==> src/rtl/whack_pkg.sv <==
// Shared types and widths for the whack-a-mole scheduler.
// Holds the FSM state enum, score/miss widths and default hole count.
package whack_pkg;

    localparam int SCORE_W     = 8;
    localparam int MISS_W      = 4;
    localparam int TMR_W       = 8;
    localparam int N_HOLES_DEF = 8;

    typedef enum logic [1:0] {
        ST_IDLE,
        ST_GAP,
        ST_SHOW,
        ST_OVER
    } state_t;

endpackage

==> src/rtl/tick_timer.sv <==
// Loadable 8-bit down-counter advanced by a tick strobe.
// Ports: clk, rst (async high), i_tick, i_load, i_load_val -> o_done.
// o_done is high on the tick that finishes the interval (count 1, or 0).
module tick_timer
    import whack_pkg::*;
(
    input  logic             clk,
    input  logic             rst,
    input  logic             i_tick,
    input  logic             i_load,
    input  logic [TMR_W-1:0] i_load_val,
    output logic             o_done
);

    logic [TMR_W-1:0] r_count;

    always_ff @(posedge clk or posedge rst) begin
        if (rst) begin
            r_count <= '0;
        end else if (i_load) begin
            r_count <= i_load_val;
        end else if (i_tick && (r_count != '0)) begin
            r_count <= r_count - TMR_W'(1);
        end
    end

    assign o_done = i_tick && (r_count <= TMR_W'(1));

endmodule

==> src/rtl/mole_scheduler.sv <==
// Whack-a-mole game scheduler: spawns moles, times them, scores hits/misses.
// Ports: clk, rst, tick, start, rand_in, whack -> shift_en, mole,
//        hit_pulse, miss_pulse, score, misses, game_over (all registered).
module mole_scheduler
    import whack_pkg::*;
#(
    parameter int N_HOLES    = N_HOLES_DEF,
    parameter int GAP_BASE   = 4,
    parameter int UP_TICKS   = 100,
    parameter int MAX_MISSES = 5
) (
    input  logic               clk,
    input  logic               rst,
    input  logic               tick,
    input  logic               start,
    input  logic [9:0]         rand_in,
    input  logic [N_HOLES-1:0] whack,
    output logic               shift_en,
    output logic [N_HOLES-1:0] mole,
    output logic               hit_pulse,
    output logic               miss_pulse,
    output logic [SCORE_W-1:0] score,
    output logic [MISS_W-1:0]  misses,
    output logic               game_over
);

    localparam int HOLE_W = $clog2(N_HOLES);

    state_t               r_state;
    logic                 r_shift;
    logic [N_HOLES-1:0]   r_mole;
    logic                 r_hit;
    logic                 r_miss;
    logic [SCORE_W-1:0]   r_score;
    logic [MISS_W-1:0]    r_misses;
    logic                 r_go;
    logic [HOLE_W-1:0]    r_hole;
    logic                 r_prev_vld;

    state_t               w_state_nxt;
    logic                 w_shift_nxt;
    logic [N_HOLES-1:0]   w_mole_nxt;
    logic                 w_hit_nxt;
    logic                 w_miss_nxt;
    logic [SCORE_W-1:0]   w_score_nxt;
    logic [MISS_W-1:0]    w_misses_nxt;
    logic [HOLE_W-1:0]    w_hole_nxt;
    logic                 w_prev_vld_nxt;

    logic                 w_tmr_load;
    logic [TMR_W-1:0]     w_tmr_val;
    logic                 w_tmr_done;
    logic [TMR_W-1:0]     w_gap_ld;
    logic [HOLE_W-1:0]    w_raw;
    logic [HOLE_W-1:0]    w_pick;
    logic [N_HOLES-1:0]   w_pick_oh;
    logic                 w_hit_now;
    logic [MISS_W-1:0]    w_misses_inc;
    logic                 w_unused;

    tick_timer u_timer (
        .clk        (clk),
        .rst        (rst),
        .i_tick     (tick),
        .i_load     (w_tmr_load),
        .i_load_val (w_tmr_val),
        .o_done     (w_tmr_done)
    );

    assign w_gap_ld     = TMR_W'(GAP_BASE) + {4'd0, rand_in[9:6]};
    assign w_raw        = rand_in[HOLE_W-1:0];
    // Never show the same hole twice in a row; the first spawn of a game
    // has no predecessor.
    assign w_pick       = (r_prev_vld && (w_raw == r_hole)) ?
                          w_raw + HOLE_W'(1) : w_raw;
    assign w_pick_oh    = N_HOLES'(1) << w_pick;
    // r_mole is only non-zero in SHOW, so this also gates by state.
    assign w_hit_now    = |(whack & r_mole);
    assign w_misses_inc = r_misses + MISS_W'(1);
    assign w_unused     = ^rand_in[5:HOLE_W];

    always_ff @(posedge clk or posedge rst) begin
        if (rst) begin
            r_state    <= ST_IDLE;
            r_shift    <= 1'b0;
            r_mole     <= '0;
            r_hit      <= 1'b0;
            r_miss     <= 1'b0;
            r_score    <= '0;
            r_misses   <= '0;
            r_go       <= 1'b0;
            r_hole     <= '0;
            r_prev_vld <= 1'b0;
        end else begin
            r_state    <= w_state_nxt;
            r_shift    <= w_shift_nxt;
            r_mole     <= w_mole_nxt;
            r_hit      <= w_hit_nxt;
            r_miss     <= w_miss_nxt;
            r_score    <= w_score_nxt;
            r_misses   <= w_misses_nxt;
            r_go       <= (w_state_nxt == ST_OVER);
            r_hole     <= w_hole_nxt;
            r_prev_vld <= w_prev_vld_nxt;
        end
    end

    always_comb begin
        w_state_nxt    = r_state;
        w_shift_nxt    = 1'b0;
        w_mole_nxt     = r_mole;
        w_hit_nxt      = 1'b0;
        w_miss_nxt     = 1'b0;
        w_score_nxt    = r_score;
        w_misses_nxt   = r_misses;
        w_hole_nxt     = r_hole;
        w_prev_vld_nxt = r_prev_vld;
        w_tmr_load     = 1'b0;
        w_tmr_val      = w_gap_ld;
        unique case (r_state)
            ST_IDLE, ST_OVER: begin
                w_mole_nxt  = '0;
                w_shift_nxt = 1'b1;
                if (start) begin
                    w_state_nxt    = ST_GAP;
                    w_shift_nxt    = 1'b0;
                    w_score_nxt    = '0;
                    w_misses_nxt   = '0;
                    w_prev_vld_nxt = 1'b0;
                    w_tmr_load     = 1'b1;
                end
            end
            ST_GAP: begin
                if (w_tmr_done) begin
                    w_state_nxt    = ST_SHOW;
                    w_shift_nxt    = 1'b1;
                    w_hole_nxt     = w_pick;
                    w_prev_vld_nxt = 1'b1;
                    w_mole_nxt     = w_pick_oh;
                    w_tmr_load     = 1'b1;
                    w_tmr_val      = TMR_W'(UP_TICKS);
                end
            end
            ST_SHOW: begin
                // A hit takes priority over a same-cycle expiry.
                if (w_hit_now) begin
                    w_state_nxt = ST_GAP;
                    w_hit_nxt   = 1'b1;
                    w_mole_nxt  = '0;
                    w_tmr_load  = 1'b1;
                    if (r_score != '1) begin
                        w_score_nxt = r_score + SCORE_W'(1);
                    end
                end else if (w_tmr_done) begin
                    w_miss_nxt   = 1'b1;
                    w_misses_nxt = w_misses_inc;
                    w_mole_nxt   = '0;
                    if (w_misses_inc == MISS_W'(MAX_MISSES)) begin
                        w_state_nxt = ST_OVER;
                        w_shift_nxt = 1'b1;
                    end else begin
                        w_state_nxt = ST_GAP;
                        w_tmr_load  = 1'b1;
                    end
                end
            end
            default: w_state_nxt = ST_IDLE;
        endcase
    end

    assign shift_en   = r_shift;
    assign mole       = r_mole;
    assign hit_pulse  = r_hit;
    assign miss_pulse = r_miss;
    assign score      = r_score;
    assign misses     = r_misses;
    assign game_over  = r_go;

endmodule
==> config.mk <==
export PLATFORM = sky130hd
export DESIGN_NAME = mole_scheduler
export DESIGN_NICKNAME = d
export VERILOG_FILES = /design/src/rtl/whack_pkg.sv /design/src/rtl/tick_timer.sv /design/src/rtl/mole_scheduler.sv
export SDC_FILE = /design/constraint.sdc
export NUM_CORES = 1
export LEC_CHECK = 0
export CORE_ASPECT_RATIO = 0.9
export CORE_MARGIN = 1.5
export CORE_UTILIZATION = 68
export CTS_CLUSTER_DIAMETER = 60
export DETAILED_ROUTE_END_ITERATION = 10
export DONT_BUFFER_PORTS = 1
export PLACE_DENSITY = 0.84
export RECOVER_POWER = 25
export SLEW_MARGIN = 40
export SYNTH_ARGS = -nofsm -noshare
export SYNTH_HDL_FRONTEND = slang
export SYNTH_SLANG_ARGS = --single-unit
==> constraint.sdc <==
create_clock -name clk -period 4.6 [get_ports clk]
set_input_delay 0.92 -clock clk [delete_from_list [all_inputs] [get_ports clk]]
set_output_delay 0.92 -clock clk [all_outputs]
set_load 0.01 [all_outputs]
Yosys cells after proc, flatten, opt, wreduce, memory -nomap -nowiden
Cells that the tools add are included.
Operators by class
  bitwise operators: 1
  $add $sub $neg: 5
  equality and inequality tests: 14
  reduce and logical (&&, ||, !) cells: 15
  shift operators: 1
  multiplexer cells: 41
  magnitude comparators: 1
Operators with widths (count)
  $mux W8: 8
  $pmux W8 S3: 1
  $pmux W8 S2: 1
  $mux W1: 15
  $mux W7: 2
  $mux W4: 3
  $mux W2: 5
  $add A8 B1 Y8 const B: 1
  $and A8 B8 Y8: 1
  $le A8 B1 Y1 const B: 1
  $ne A2 B2 Y1 const B: 4
  $ne A8 B8 Y1 const B: 1
  $pmux W4 S2: 1
  $reduce_and A4 Y1: 2
  $reduce_bool A8 Y1: 1
  $reduce_or A8 Y1: 1
  $shl A1 B3 Y8 const A: 1
  $sub A8 B1 Y8 const B: 1
  $eq A2 B2 Y1 const B: 3
  $pmux W1 S3: 2
  $pmux W2 S3: 1
  $reduce_bool A2 Y1: 3
  $add A3 B4 Y5 const A: 1
  $add A4 B1 Y4 const B: 1
  13 further kinds: 17
Storage, ports and cells
  output and inout bits: 24
  flip-flop bits (word level): 38
  logic and storage cells: 89

Logic depth before layout (Yosys ltp)
Gate-level depths: netlist of run 1.
  word-level depth: 7
  gate-level depth with buffers: 10
  mapped depth without buffers: 8

Cells and area by module
Synthesis of run 1 repeated with hierarchy kept, for this count alone.
Second synthesis, totals
  cells, all modules: 272
  area total of the unflattened synthesis: 2502.4 um2
Modules (own cells, without submodules)
  mole_scheduler: cells each 209, instances 1, area each 1945.6 um2
  tick_timer: cells each 63, instances 1, area each 556.8 um2

Worst setup path before layout of run 1
Ideal clock, no wire load.
  path type: input -> register
  start: input whack[3]
  end: register u_timer.r_count[5]
  stages: 7
  required time: 4.479 ns
  setup slack: 2.192 ns
  arrival time: 2.287 ns
  path buffers: 1
  cells stage by stage: a22oi_1 and4_1 buf_2 nor2_1 o41a_1 o32a_1 o22a_1
On the way
  longest elaborated chain between the ends: 5
  elaborated cells between the ends (all ways): 6
  those cells by class: 3 x mux; 1 x bitwise; 2 x reduce/logical
RTL lines
  start: declaration: RTL line mole_scheduler.sv:17  | input logic [N_HOLES-1:0] whack,
  $and A8 B8 Y8 *: RTL line mole_scheduler.sv:78  | assign w_hit_now = |(whack & r_mole);
  $reduce_or A8 Y1 *: RTL line mole_scheduler.sv:78
  $mux W1 *: RTL line mole_scheduler.sv:146  | if (w_hit_now) begin
  $pmux W1 S3 *: RTL line mole_scheduler.sv:120  | unique case (r_state)
  $mux W8 / $reduce_bool A2 Y1 (equally long branches)
  end signal: assignment: RTL line tick_timer.sv:21  | r_count <= i_load_val;
  end signal: assignment: RTL line tick_timer.sv:23  | r_count <= r_count - TMR_W'(1);
  end: declaration: RTL line tick_timer.sv:15  | logic [TMR_W-1:0] r_count;
Every way passes the cells marked *; elsewhere a longest branch is shown, timed or not.
A chain may end at the register's enable or synchronous reset.

Worst setup path after layout of run 1
  start: register u_timer.r_count[0]
  end: register u_timer.r_count[5]
On the way
  longest elaborated chain between the ends: 6
  elaborated cells between the ends (all ways): 14
  those cells by class: 1 x add/sub; 1 x order compare; 8 x mux; 4 x reduce/logical
RTL lines
  $le A8 B1 Y1: RTL line tick_timer.sv:27  | assign o_done = i_tick && (r_count <= TMR_W'(1));
  $logic_and A1 B1 Y1: RTL line tick_timer.sv:27
  $mux W1: RTL line mole_scheduler.sv:154  | end else if (w_tmr_done) begin
  $mux W1: RTL line mole_scheduler.sv:146
  $pmux W1 S3: RTL line mole_scheduler.sv:120
  $mux W8 / $reduce_bool A2 Y1 (equally long branches)
Parallel ways exist; a longest one is shown, timed or not. The select of a mux whose other input is x is not followed.

==> results of run 1 <==
==> path summary, 6_finish.rpt <==
check	from	end	slack, ps
max	u_timer.r_count[0]	u_timer.r_count[5]	2030
min	r_hole[1]	r_hole[1]	550
max reg2reg	u_timer.r_count[0]	u_timer.r_count[5]	2030
min reg2reg	r_hole[1]	r_hole[1]	550
max in group asynchronous	rst	r_hole[1]	2360
min in group asynchronous	rst	misses[1]	1130
==> worst max-delay path: stages (launching register included) <==
cell	delay (ps)
dfrtp_1	420
inv_1	60
ha_1	250
o21a_1	240
and3_1	280
and2_4	200
o41a_1	580
o32a_1	250
o22a_1	190
==> kinds of logic (layout without fill, tap and decap cells) <==
logic type,after synthesis,count (layout)
simple gates,93,93
compound gates,67,67
flops,38,38
buf+inv,19,22
xor+xnor,13,13
fa+ha+maj,9,9
mux,2,2
==> per-layer routing <==
metal  global-route usage (%)  vias up
li1                         -      874
met1                     35.1      878
met2                     46.2       56
met3                     8.02        9
met4                     9.84        0
met5                        0        -
==> metrics by stage <==
stage	power (W)	utilization, %	cells	setup slack (ps)
floorplan	0.000760	-	241	2190
global placement	0.000803	72.2	278	1840
detailed placement	0.000827	72.2	278	1800
CTS	0.00101	74.2	286	2020
global route	0.00108	74.1	286	1870
finish	0.00101	74.1	286	2030
==> registers in the layout (all words and copies together) (netlist names) <==
signal           count
mole                 8
score                8
u_timer.r_count      8
misses               4
r_hole               3
r_state              2
game_over            1
hit_pulse            1
miss_pulse           1
r_prev_vld           1
shift_en             1
==> final cells by class <==
| cell class | instances | area share (%) |
|---|---|---|
| Clock inverter | 1 | 0.220 |
| Inverter | 13 | 2.15 |
| Clock buffer | 7 | 2.42 |
| Timing Repair Buffer | 1 | 0.165 |
| Tap cell | 42 | 2.31 |
| Sequential cell | 38 | 41.9 |
| Multi-Input combinational cell | 184 | 50.9 |
==> power by group <==
part           internal [W]  switching [W]  leakage [nW]
clock network     0.0000740       0.000107        0.0353
logic              0.000148       0.000219         0.419
registers          0.000389      0.0000695         0.510
total              0.000610       0.000395         0.964
==> layout by cell type (no fill, tap or decap), drive strengths merged, types with 3 or more instances in the layout <==
| master | synthesis | layout |
|---|---|---|
| nand2 | 23 | 23 |
| dfrtp | 38 | 38 |
| and2 | 3 | 3 |
| a22o | 4 | 4 |
| nor4 | 3 | 3 |
| o21ai | 21 | 21 |
| inv | 13 | 13 |
| nand3 | 13 | 13 |
| nand4 | 5 | 5 |
| ha | 9 | 9 |
| clkbuf | 2 | 8 |
| nor2 | 25 | 25 |
| xor2 | 7 | 7 |
| nor3 | 4 | 4 |
| a22oi | 5 | 5 |
| and3 | 4 | 4 |
| nand2b | 3 | 3 |
| or3 | 3 | 3 |
| a21oi | 17 | 17 |
| xnor2 | 6 | 6 |
==> flow_metrics.env, run 1 <==
export IMPL_status="finished with violations"
export IMPL_violations="max-capacitance violations, max-slew violations"
export IMPL_power_density_mw_per_mm2=443
export IMPL_yosys_area_share_xor_xnor_pct=5.20
export IMPL_end_kind="flip-flop"
export IMPL_h_tree_depth=2
export IMPL_avgSynthCellArea_um2=9.09
export IMPL_yosysTopAreaCell="dfrtp_1"
export IMPL_drc_errors=0
export IMPL_top_layer="met4"
export IMPL_slew_headroom_pct=-28.1
export IMPL_grt_setup_unrepaired="false"
export IMPL_synth_mux_area_fraction_pct=0.914
export IMPL_n_antenna_cell=0
export IMPL_syn2layout_area_growth_pct=3.66
export IMPL_drv_slew=39
export IMPL_cts_root_buf="clkbuf_4"
export IMPL_finalWirelength_mm=4.52
export IMPL_fin_skew_ps=8.73
export IMPL_insertion_delay_ps=350
export IMPL_drtIter0Drc=226
export IMPL_cts_made_buffers=5
export IMPL_cp_start_kind="flip-flop"
export IMPL_synth_async_reset_ratio_pct=100
export IMPL_worstMarginPinSlew_ps=1920
export IMPL_cp_max_fo=15
export IMPL_reg2reg_depth=8
export IMPL_wl_met2_mm=2.23
export IMPL_place_congestion=0.879
export IMPL_critPathArrivalTime_ps=2810
export IMPL_tns_ps=0
export IMPL_whs_ps=548
export IMPL_num_vias=1817
export IMPL_drive_gt1_share_pct=6.15
export IMPL_post_cts_resized=0
export IMPL_fillCellCount=228
export IMPL_p_leak_nw=0.964
export IMPL_hp_class="reg -> reg"
export IMPL_nNetsFinal=274
export IMPL_seq_area_frac_synth_pct=43.4
export IMPL_synth_cell_types=48
export IMPL_grt_remaining_overflow=0
export IMPL_place_area_mm2=0.00221
export IMPL_grt_total_usage_pct=27.9
export IMPL_antenna_found_initial=0
export IMPL_via_per_inst=6.35
export IMPL_regArea_um2=951
export IMPL_port_buffers=0
export IMPL_cts_buffer_depth=2
export IMPL_met1_length_mm=2.00
export IMPL_hold_viol_final=0
export IMPL_critical_path_class="reg -> reg"
export IMPL_synth_common_cells="dfrtp_1, nor2_1, nand2_1"
export IMPL_fin_area_mm2=0.00227
export IMPL_synth_top_family_by_area="simple AND/OR/NAND/NOR gates"
export IMPL_netlist_area_mm2=0.00219
export IMPL_yosys_most_used_dff="dfrtp_1"
export IMPL_synth_compound_area_share_pct=20.0
export IMPL_grt_max_degree=39
export IMPL_max_freq_ghz=0.390
export IMPL_ys_warn_count=0
export IMPL_period_share_pct=55.8
export IMPL_ant_nets=0
export IMPL_grt_pass1_wl_mm=7.67
export IMPL_die_w_um=62.8
export IMPL_synthSimpleGateAreaFrac_pct=21.5
export IMPL_grt_pass1_vias=1673
export IMPL_yosysMostFrequentCell="dfrtp_1"
export IMPL_synthTopCellsByArea="dfrtp_1, ha_1, nor2_1"
export IMPL_row_count=19
export IMPL_hpwl_mm=3.42
export IMPL_post_drt_wl_per_cell_um=15.8
export IMPL_first_pass_iters=4
export IMPL_met3_length_um=231
export IMPL_synth_edf_count=0
export IMPL_required_ps=4850
export IMPL_start_util_pct=71.4
export IMPL_cts_num_sinks=38
export IMPL_ios=46
export IMPL_die_h_um=56.9
export IMPL_multi_input_area_mm2=0.00115
export IMPL_cts_tree="done"
export IMPL_path_clk_slew_ps=100
export IMPL_netlist_area_leader_share_pct=43.4
export IMPL_synthesis_nets=272
export IMPL_fin_crit_ps=2570
export IMPL_hold_buffers=0
export IMPL_syn_inst=241
export IMPL_synth_fa_ha_area_share_pct=5.14
export IMPL_cap_violations=1
export IMPL_die_area_mm2=0.00357
export IMPL_postCtsSetupBuffers=0
export IMPL_ys_seq_elements=38
export IMPL_setup_viol=0
export IMPL_peakVddDrop_mv=0.370
export IMPL_hold_depth=2
export IMPL_core_area_mm2=0.00307
No activity file was read; power rests on OpenSTA's default activity.
==> run 2: changes to the inputs <==
CORE_UTILIZATION = 57   (was 68)
PLACE_DENSITY = 0.75   (was 0.84)
clock period = 2.05 ns   (was 4.6 ns; I/O delays follow)
==> flow_metrics.env, run 2 (synthesis gave the netlist of run 1 again) <==
export IMPL_die_area_mm2=0.00423
export IMPL_start_util_pct=59.1
export IMPL_cp_max_fo=5
export IMPL_reg2reg_depth=8
export IMPL_place_congestion=0.859
export IMPL_via_per_inst=5.74
export IMPL_cts_root_buf="clkbuf_8"
export IMPL_die_w_um=68.4
export IMPL_multi_input_area_mm2=0.00123
export IMPL_setup_viol=2
export IMPL_p_switching_w=0.000962
export IMPL_first_pass_iters=4
export IMPL_hold_buffers=0
export IMPL_worstMarginPinSlew_ps=917
export IMPL_critical_path_class="reg -> reg"
export IMPL_grt_pass1_wl_mm=7.43
export IMPL_cts_buffer_depth=2
export IMPL_critPathArrivalTime_ps=2250
export IMPL_slew_headroom_pct=38.8
export IMPL_drv_slew=0
export IMPL_fin_crit_ps=2080
export IMPL_syn2layout_area_growth_pct=22.1
export IMPL_fin_ws_ps=-27.3
export IMPL_nNetsFinal=312
export IMPL_hp_class="in -> reg"
export IMPL_cp_start_kind="flip-flop"
export IMPL_path_clk_slew_ps=70
export IMPL_comb_power_share_pct=42.7
export IMPL_h_tree_depth=2
export IMPL_hpwl_mm=3.42
export IMPL_core_area_mm2=0.00370
export IMPL_fillCellCount=290
export IMPL_fin_area_mm2=0.00268
export IMPL_hold_viol_final=0
export IMPL_row_count=21
export IMPL_grt_total_usage_pct=23.7
export IMPL_ant_nets=0
export IMPL_required_ps=2230
export IMPL_die_h_um=61.8
export IMPL_insertion_delay_ps=290
export IMPL_end_kind="flip-flop"
export IMPL_fin_skew_ps=4.99
export IMPL_cts_num_sinks=38
export IMPL_whs_ps=213
export IMPL_power_density_mw_per_mm2=990
export IMPL_regArea_um2=951
export IMPL_layout_commonest_cell="dfrtp_1"
export IMPL_port_buffers=0
export IMPL_grt_pass1_vias=1692
export IMPL_cap_violations=0
export IMPL_drc_errors=0
export IMPL_final_cell_mix="dfrtp_1, buf_4, nor2_1, nand2_1"
export IMPL_pwr_share_seq_pct=37.4
export IMPL_swShare_pct=36.3
export IMPL_cts_made_buffers=5
export IMPL_p_int_w=0.00169
export IMPL_ios=46
export IMPL_violations="negative setup slack"
export IMPL_place_area_mm2=0.00249
export IMPL_n_antenna_cell=0
export IMPL_post_drt_wl_per_cell_um=14.1
export IMPL_power_total_w=0.00265
export IMPL_pwr_share_clk_pct=19.9
export IMPL_finalWirelength_mm=4.64
export IMPL_peakVddDrop_mv=0.645
export IMPL_antenna_found_initial=0
export IMPL_period_share_pct=101
export IMPL_num_vias=1884
export IMPL_hold_depth=1
export IMPL_grt_remaining_overflow=0
export IMPL_grt_max_degree=39
export IMPL_p_leak_nw=1.18
export IMPL_drtIter0Drc=79
export IMPL_status="finished with violations"
export IMPL_cts_tree="done"
export IMPL_grt_setup_unrepaired="true"
export IMPL_max_freq_ghz=0.481
export IMPL_drive_gt1_share_pct=23.8
==> run 2: worst max-delay path, cell delays in order, from the launching register on <==
cell	delay, ps
dfrtp_1	420
ha_2	220
nand2b_4	140
o21ai_2	140
buf_6	120
a2111oi_4	70
o41a_1	460
o32a_1	200
o22a_1	190
==> run 2: final cells by class <==
cell class              instances  area share, %
clock buffers                   7           3.23
clock inverters                 1          0.187
inverters                      13           1.82
multi-input cells             184           45.9
flip-flops and latches         38           35.5
well taps                      46           2.15
repair buffers                 39           11.1
==> run 2: repair_timing <==
action	CTS	global route
setup buffers	2	0
pin swaps	3	5
endpoints found under the setup margin	7	12
resized for setup	9	7
==> run 2: through the flow <==
step	std cells	util (%)	setup WS [ps]	setup TNS, ps
2_1_floorplan	241	-	-135	-717
5_1_grt	328	72.2	-129	-674
6_report	328	72.2	-27.3	-38.3
3_3_place_gp	318	67.3	-66.6	-145
3_5_place_dp	318	67.3	-78.0	-290
4_1_cts	328	71.2	-14.5	-23.6
==> run 2: per-layer routing <==
layer  global-route usage [%]  share of wire (%)  routed length, um
met5                        0                  0                  0
met1                     32.4                 48               2210
met3                     6.13                4.7                219
met2                     37.4                 47               2160
met4                     6.86               0.99                 46
==> run 2: path summary, 6_finish.rpt <==
check / startpoint / endpoint / slack, ps
max in group asynchronous: rst / r_state[0] / 1190
min in group asynchronous: rst / hit_pulse / 290
hold / removal: rand_in[8] / u_timer.r_count[2] / 210
hold reg to reg: r_hole[1] / r_hole[1] / 530
setup reg to reg: misses[0] / u_timer.r_count[6] / -30
setup / recovery: misses[0] / u_timer.r_count[6] / -30
==> run 2: power groups by stage <==
stage | Sequential, W | Combinational [W] | Clock, W
2_1_floorplan | 0.00101 | 0.000699 | 0
3_5_place_dp | 0.00100 | 0.00106 | 0
3_3_place_gp | 0.000999 | 0.00104 | 0
6_report | 0.000991 | 0.00113 | 0.000527
5_1_grt | 0.00101 | 0.00126 | 0.000563
4_1_cts | 0.000991 | 0.00110 | 0.000537
